$ cat config.mk
export PLATFORM = sky130hd
export DESIGN_NAME = tdm_frame_sched
export DESIGN_NICKNAME = d
export VERILOG_FILES = /design/src/rtl/tdm_frame_sched.sv
export SDC_FILE = /design/constraint.sdc
export NUM_CORES = 1
export LEC_CHECK = 0
export ABC_AREA = 1
export CAP_MARGIN = 10
export CORE_MARGIN = 2
export CORE_UTILIZATION = 40
export CTS_CLUSTER_SIZE = 24
export DETAILED_ROUTE_END_ITERATION = 16
export PLACE_DENSITY = 0.73
export SLEW_MARGIN = 20
export SYNTH_ARGS = -nofsm -noshare
export SYNTH_HDL_FRONTEND = slang
export SYNTH_SLANG_ARGS = --single-unit
$ cat constraint.sdc
create_clock -name serial_clk_inv -period 3.1 [get_ports serial_clk_inv]
set_input_delay 0.31 -clock serial_clk_inv [delete_from_list [all_inputs] [get_ports serial_clk_inv]]
set_output_delay 0.31 -clock serial_clk_inv [all_outputs]
set_load 0.005 [all_outputs]
$ cat src/rtl/tdm_frame_sched.sv
// TDM frame scheduler: walks channel/bit slots and prefetches each active channel's data.
// Build option TDM_SCHED_GRAY_EN presents bit_num as the Gray code of the slot count.
//
// state | meaning
// IDLE  | stopped, outputs quiet, frame_cnt held
// PRIME | waiting for channel 0 data before the first frame (no timeout)
// RUN   | sequencing slots, fetching ahead for every active channel
// DRAIN | finishing the current frame; channel 0 of the next frame is not fetched
module tdm_frame_sched #(
  parameter int NUM_CH       = 32,
  parameter int PREFETCH_BIT = 4
) (
  input  logic        serial_clk_inv,
  input  logic        reset,
  input  logic        enable,
  input  logic [31:0] ch_mask,
  input  logic        fetch_ack,
  output logic        frame_sync,
  output logic [4:0]  ch_num,
  output logic [2:0]  bit_num,
  output logic        fetch_req,
  output logic [4:0]  fetch_ch,
  output logic        load_stb,
  output logic        load_valid,
  output logic        underrun,
  output logic [7:0]  frame_cnt,
  output logic        busy
);

  localparam logic [4:0] LAST_CH = 5'(NUM_CH - 1);
  localparam logic [2:0] PF_SLOT = 3'(PREFETCH_BIT);

  typedef enum logic [1:0] {
    ST_IDLE  = 2'd0,
    ST_PRIME = 2'd1,
    ST_RUN   = 2'd2,
    ST_DRAIN = 2'd3
  } state_t;

  state_t      state_q, state_d;
  logic [4:0]  ch_q, ch_d;
  logic [2:0]  bit_q, bit_d;
  logic        req_q, req_d;
  logic [4:0]  fch_q, fch_d;
  logic        ready_q, ready_d;
  logic        cur_valid_q, cur_valid_d;
  logic        cur_urun_q, cur_urun_d;
  logic [7:0]  frame_cnt_q, frame_cnt_d;

  logic        active;
  logic        ack_ok;
  logic        last_bit;
  logic        last_ch;
  logic [4:0]  nxt_ch;

  always_ff @(posedge serial_clk_inv or posedge reset) begin
    if (reset) begin
      state_q     <= ST_IDLE;
      ch_q        <= 5'd0;
      bit_q       <= 3'd0;
      req_q       <= 1'b0;
      fch_q       <= 5'd0;
      ready_q     <= 1'b0;
      cur_valid_q <= 1'b0;
      cur_urun_q  <= 1'b0;
      frame_cnt_q <= 8'd0;
    end else begin
      state_q     <= state_d;
      ch_q        <= ch_d;
      bit_q       <= bit_d;
      req_q       <= req_d;
      fch_q       <= fch_d;
      ready_q     <= ready_d;
      cur_valid_q <= cur_valid_d;
      cur_urun_q  <= cur_urun_d;
      frame_cnt_q <= frame_cnt_d;
    end
  end

  always_comb begin
    active   = (state_q == ST_RUN) || (state_q == ST_DRAIN);
    ack_ok   = req_q && fetch_ack;
    last_bit = (bit_q == 3'd7);
    last_ch  = (ch_q == LAST_CH);
    nxt_ch   = last_ch ? 5'd0 : ch_q + 5'd1;
  end

  always_comb begin
    state_d     = state_q;
    ch_d        = ch_q;
    bit_d       = bit_q;
    req_d       = req_q;
    fch_d       = fch_q;
    ready_d     = ready_q;
    cur_valid_d = cur_valid_q;
    cur_urun_d  = cur_urun_q;
    frame_cnt_d = frame_cnt_q;

    unique case (state_q)
      ST_IDLE: begin
        ch_d    = 5'd0;
        bit_d   = 3'd0;
        req_d   = 1'b0;
        ready_d = 1'b0;
        if (enable) begin
          if (ch_mask[0]) begin
            state_d = ST_PRIME;
            req_d   = 1'b1;
            fch_d   = 5'd0;
          end else begin
            state_d     = ST_RUN;
            cur_valid_d = 1'b0;
            cur_urun_d  = 1'b0;
          end
        end
      end

      ST_PRIME: begin
        if (ack_ok) begin
          state_d     = ST_RUN;
          req_d       = 1'b0;
          ready_d     = 1'b0;
          cur_valid_d = 1'b1;
          cur_urun_d  = 1'b0;
        end
      end

      ST_RUN, ST_DRAIN: begin
        if (state_q == ST_RUN)
          state_d = enable ? ST_RUN : ST_DRAIN;
        else if (enable)
          state_d = ST_RUN;
        else if (last_bit && last_ch)
          state_d = ST_IDLE;
        else
          state_d = ST_DRAIN;

        bit_d = bit_q + 3'd1;

        if (ack_ok) begin
          req_d   = 1'b0;
          ready_d = 1'b1;
        end

        // A draining frame must not request data for a frame that will never run.
        if (bit_q == PF_SLOT && ch_mask[nxt_ch] &&
            !(state_q == ST_DRAIN && nxt_ch == 5'd0)) begin
          req_d   = 1'b1;
          fch_d   = nxt_ch;
          ready_d = 1'b0;
        end

        // Channel boundary: an ack in this very slot still counts; a live request expires.
        if (last_bit) begin
          ch_d        = nxt_ch;
          cur_valid_d = ready_q || ack_ok;
          cur_urun_d  = req_q && !fetch_ack;
          req_d       = 1'b0;
          ready_d     = 1'b0;
          if (last_ch)
            frame_cnt_d = frame_cnt_q + 8'd1;
        end
      end

      default: state_d = ST_IDLE;
    endcase
  end

  assign frame_sync = active && (ch_q == 5'd0);
  assign ch_num     = ch_q;
  assign fetch_req  = req_q;
  assign fetch_ch   = fch_q;
  assign load_stb   = active && (bit_q == 3'd0);
  assign load_valid = load_stb && cur_valid_q;
  assign underrun   = load_stb && cur_urun_q;
  assign frame_cnt  = frame_cnt_q;
  assign busy       = (state_q != ST_IDLE);

`ifdef TDM_SCHED_GRAY_EN
  assign bit_num = bit_q ^ (bit_q >> 1);
`else
  assign bit_num = bit_q;
`endif

endmodule
==> results by group <==
Final layout
  • Fraction of layout cells with a size suffix above 1: 0.0447
  • Fin util: 0.574
  • # fillers: about 420
  • Diodes inserted: 0
  • FF/Latch Area: 676 um2
  • Fin area: approximately 2500 um2
  • Multi-input logic area: between 900 and 1000 um2
  • NumNets Final: around 360
  • Layout area overhead: 39.9%

Timing
  • Slew @ Worst Pin: slightly above 0.9 ns
  • TNS Setup: 0 ns
  • Fin. max-slew vios: 0
  • Skew final: 0.0123 ns
  • Fmax: between 300 and 400 MHz
  • Setup violators final: 0
  • Final Hold Fails: 0
  • Final Cycle Share: 0.854
  • RSZ-0062 raised after global routing: no
  • Final setup margin: 0.453 ns
  • Normalized max-slew margin: 0.376
  • Minimum clock period: between 2 and 3 ns

Synth
  • Distinct cells, synth: 25
  • Adder-cell share of the synthesized area: 0.0498
  • Yosys warns: 0
  • Post-Syn Nets: 294
  • Post-synthesis xor/xnor area fraction: 0.0299
  • Combinational family with the most area after synthesis: simple AND/OR/NAND/NOR gates
  • Share of Yosys cell area claimed by the top area cell type: 0.384
  • Post-synthesis average cell area: roughly 7 um2
  • Yosys reg bits: 27
  • Post-synthesis cell area: ~1800 um2
  • Post-synthesis sequential area ratio: 0.384
  • Complex-gate fraction of the synthesized area: 0.0604
  • Post-Syn Instances: 251
  • Simple-Gate Fraction of Synth Area: 0.377
  • Synth area leader: dfrtp_1
  • Mux cell area share after synthesis: 0.00640
  • Largest cells by area after synthesis: dfrtp_1, nand2_1, nand3_1

Placement
  • Port bufs: 62
  • Placer Congestion: 0.865
  • Cell Area, Placed: between 2000 and 2500 um2
  • Post-place setup slack: 0.487 ns
  • Post-DP HPWL: about 3.6 mm

Global route
  • Grt met3 use: 0.0332
  • First-pass GRT wire length: 7.63 mm
  • Vias in the first global route: roughly 1.7k
  • Top Usage Layer GRT: met2
  • Initial antenna violation count: 0
  • Largest net degree at the start of global routing: 28
  • Total GRT Usage: 0.187
  • GR Util met2: 0.313
  • Total grt overflow: 0
  • GR Util met1: 0.254

Floorplan
  • Initial core utilization: 0.410
  • I/O Pins: between 60 and 70
  • Die H: approximately 70 um
  • Placement row count: 24
  • Core Box Area: roughly 4300 um2
  • Die X: 70.3 um
  • Full die area: around 5000 um2

Worst hold path
  • Worst min path class: in2async

Drt
  • Final ANT Viol Nets: 0
  • Total Routed Length: between 4 and 5 mm
  • Wire length per cell: between 10 and 15 um
  • DRT iter0 DRCs: 106
  • Vias: ~1.8k
  • Pre-Repair DR Iteration Count: 4
  • Via density: 4.98
  • DRC viols: 0

Worst setup path
  • RR Endpoint: fetch_ch[4]
  • Crit path arrival time: 2.82 ns
  • Maximum net fanout on the critical path: 11
  • Worst reg2reg startpoint: ch_num[0]
  • CP Capture Type: flop
  • CP Launch Type: flop
  • R2R cell count: 17
  • Reg2Reg Setup Slack: approximately 0.45 ns
  • CP Class: reg2reg
  • Worst Path Required: ~3.3 ns

Power
  • Pwr Density: slightly below 700 nW/um2
  • VDD IR max: 0.000301 V
  • Pwr Total: 1670 uW
  • P_leak: between 0.001 and 0.0015 uW

CTS
  • Worst-Skew Late Latency: about 0.28 ns
  • Clock Tree Buf Depth: 2
  • Clock slew at reported path FFs: around 0.10 ns
  • CTS HTree Levels: 1
  • Number of post-CTS setup repair buffers: 0
  • CTS Root Cell: clkbuf_8
  • Clk sinks: 27
  • Post-CTS Hold Buffers: 0
  • CTS resizes: 0
  • Num CTS Buffers: 3
  • CTS tree: yes

Job
  • Total of max-cap violations: 0

Status
  • Outcome: finished clean
[area by class of cell]
class / instances / area share
clock buffers: 3 / 0.0168
flip-flops and latches: 27 / 0.274
well taps: 52 / 0.0264
clock inverters: 1 / 0.00305
inverters: 33 / 0.0503
repair buffers: 63 / 0.255
multi-input cells: 186 / 0.374
[cell usage in the layout, fill, tap and decap left out, types with 2 or more instances in the layout]
master           instances
clkbuf_8                 3
a21oi_1                  3
nor2_1                  24
inv_1                   30
xor2_1                   2
inv_2                    2
ha_1                     7
nand4_1                  3
nand3_2                  2
nor3_1                   2
nand3_1                 41
dfrtp_1                 27
clkdlybuf4s50_1         62
o21ai_0                 14
xnor2_1                  4
nand2_1                 76
nand2_4                  2
[sequential cells by signal, summed over array words and instances, names as in the netlist]
| name | cells |
|---|---|
| frame_cnt | 8 |
| ch_num | 5 |
| fetch_ch | 5 |
| bit_num | 3 |
| state_q | 2 |
| cur_urun_q | 1 |
| cur_valid_q | 1 |
| fetch_req | 1 |
| ready_q | 1 |
[per-layer routing]
metal	share of wire	routed length, um	up-vias
met5	0	0	-
met3	0.058	264	3
li1	-	-	920
met1	0.45	2060	844
met4	0.0055	25	0
met2	0.48	2190	50
[Yosys cell counts, drive strengths merged]
library cell and count:
nor2 25, xnor2 4, a31oi 1, dfrtp 27, o21ai 14, nand3 43, buf 4, or2 1
nand2 78, clkbuf 1, inv 33, ha 7, xor2 2, nor3 2, mux2 1, o31ai 1
nand4 3, a21oi 3, o21bai 1
[where the power goes]
part           internal, uW  switching [uW]  leakage (uW)
clock                  91.4             114     0.0000217
sequential              432            72.8      0.000354
combinational           415             548      0.000848
total                   938             735       0.00122
[cell families after synthesis]
family | count (synthesis)
compound gates | 20
xor+xnor | 6
fa+ha+maj | 7
buf+inv | 38
flops | 27
mux | 1
simple gates | 152
[worst max-delay path, cell delays in order, from the launching register on]
cell     delay (ns)
dfrtp_1        0.52
ha_1           0.22
nand2_1        0.07
nor2_1         0.09
ha_1           0.22
inv_2          0.08
nand2_1        0.30
inv_1          0.21
nand3_1        0.14
nand2_1        0.06
nand2_1        0.05
nand3_1        0.08
nand2_1        0.08
nand2_1        0.04
nand2_1        0.09
nand3_2        0.13
nand3_1        0.10
nand2_1        0.05
[stage by stage]
step / instances / hold WS [ns]
after global routing: 365 / 0.472
final: 365 / 0.415
after CTS: 365 / 0.479
after global placement: 361 / 0.459
after floorplan: 251 / 0.363
after detailed placement: 361 / 0.466
[worst max path at each step]
stage / from / to / slack, ns / depth (start not counted)
after detailed placement: ch_num[0] / fetch_ch[4] / 0.49 / 17
after floorplan: ch_num[0] / fetch_ch[0] / 0.99 / 15
after global placement: ch_num[0] / fetch_ch[4] / 0.57 / 17
after global routing: ch_num[0] / fetch_ch[1] / 0.12 / 17
final: ch_num[0] / fetch_ch[4] / 0.45 / 17
after CTS: ch_num[0] / fetch_ch[4] / 0.48 / 17
(Power assumes the default switching activity.)
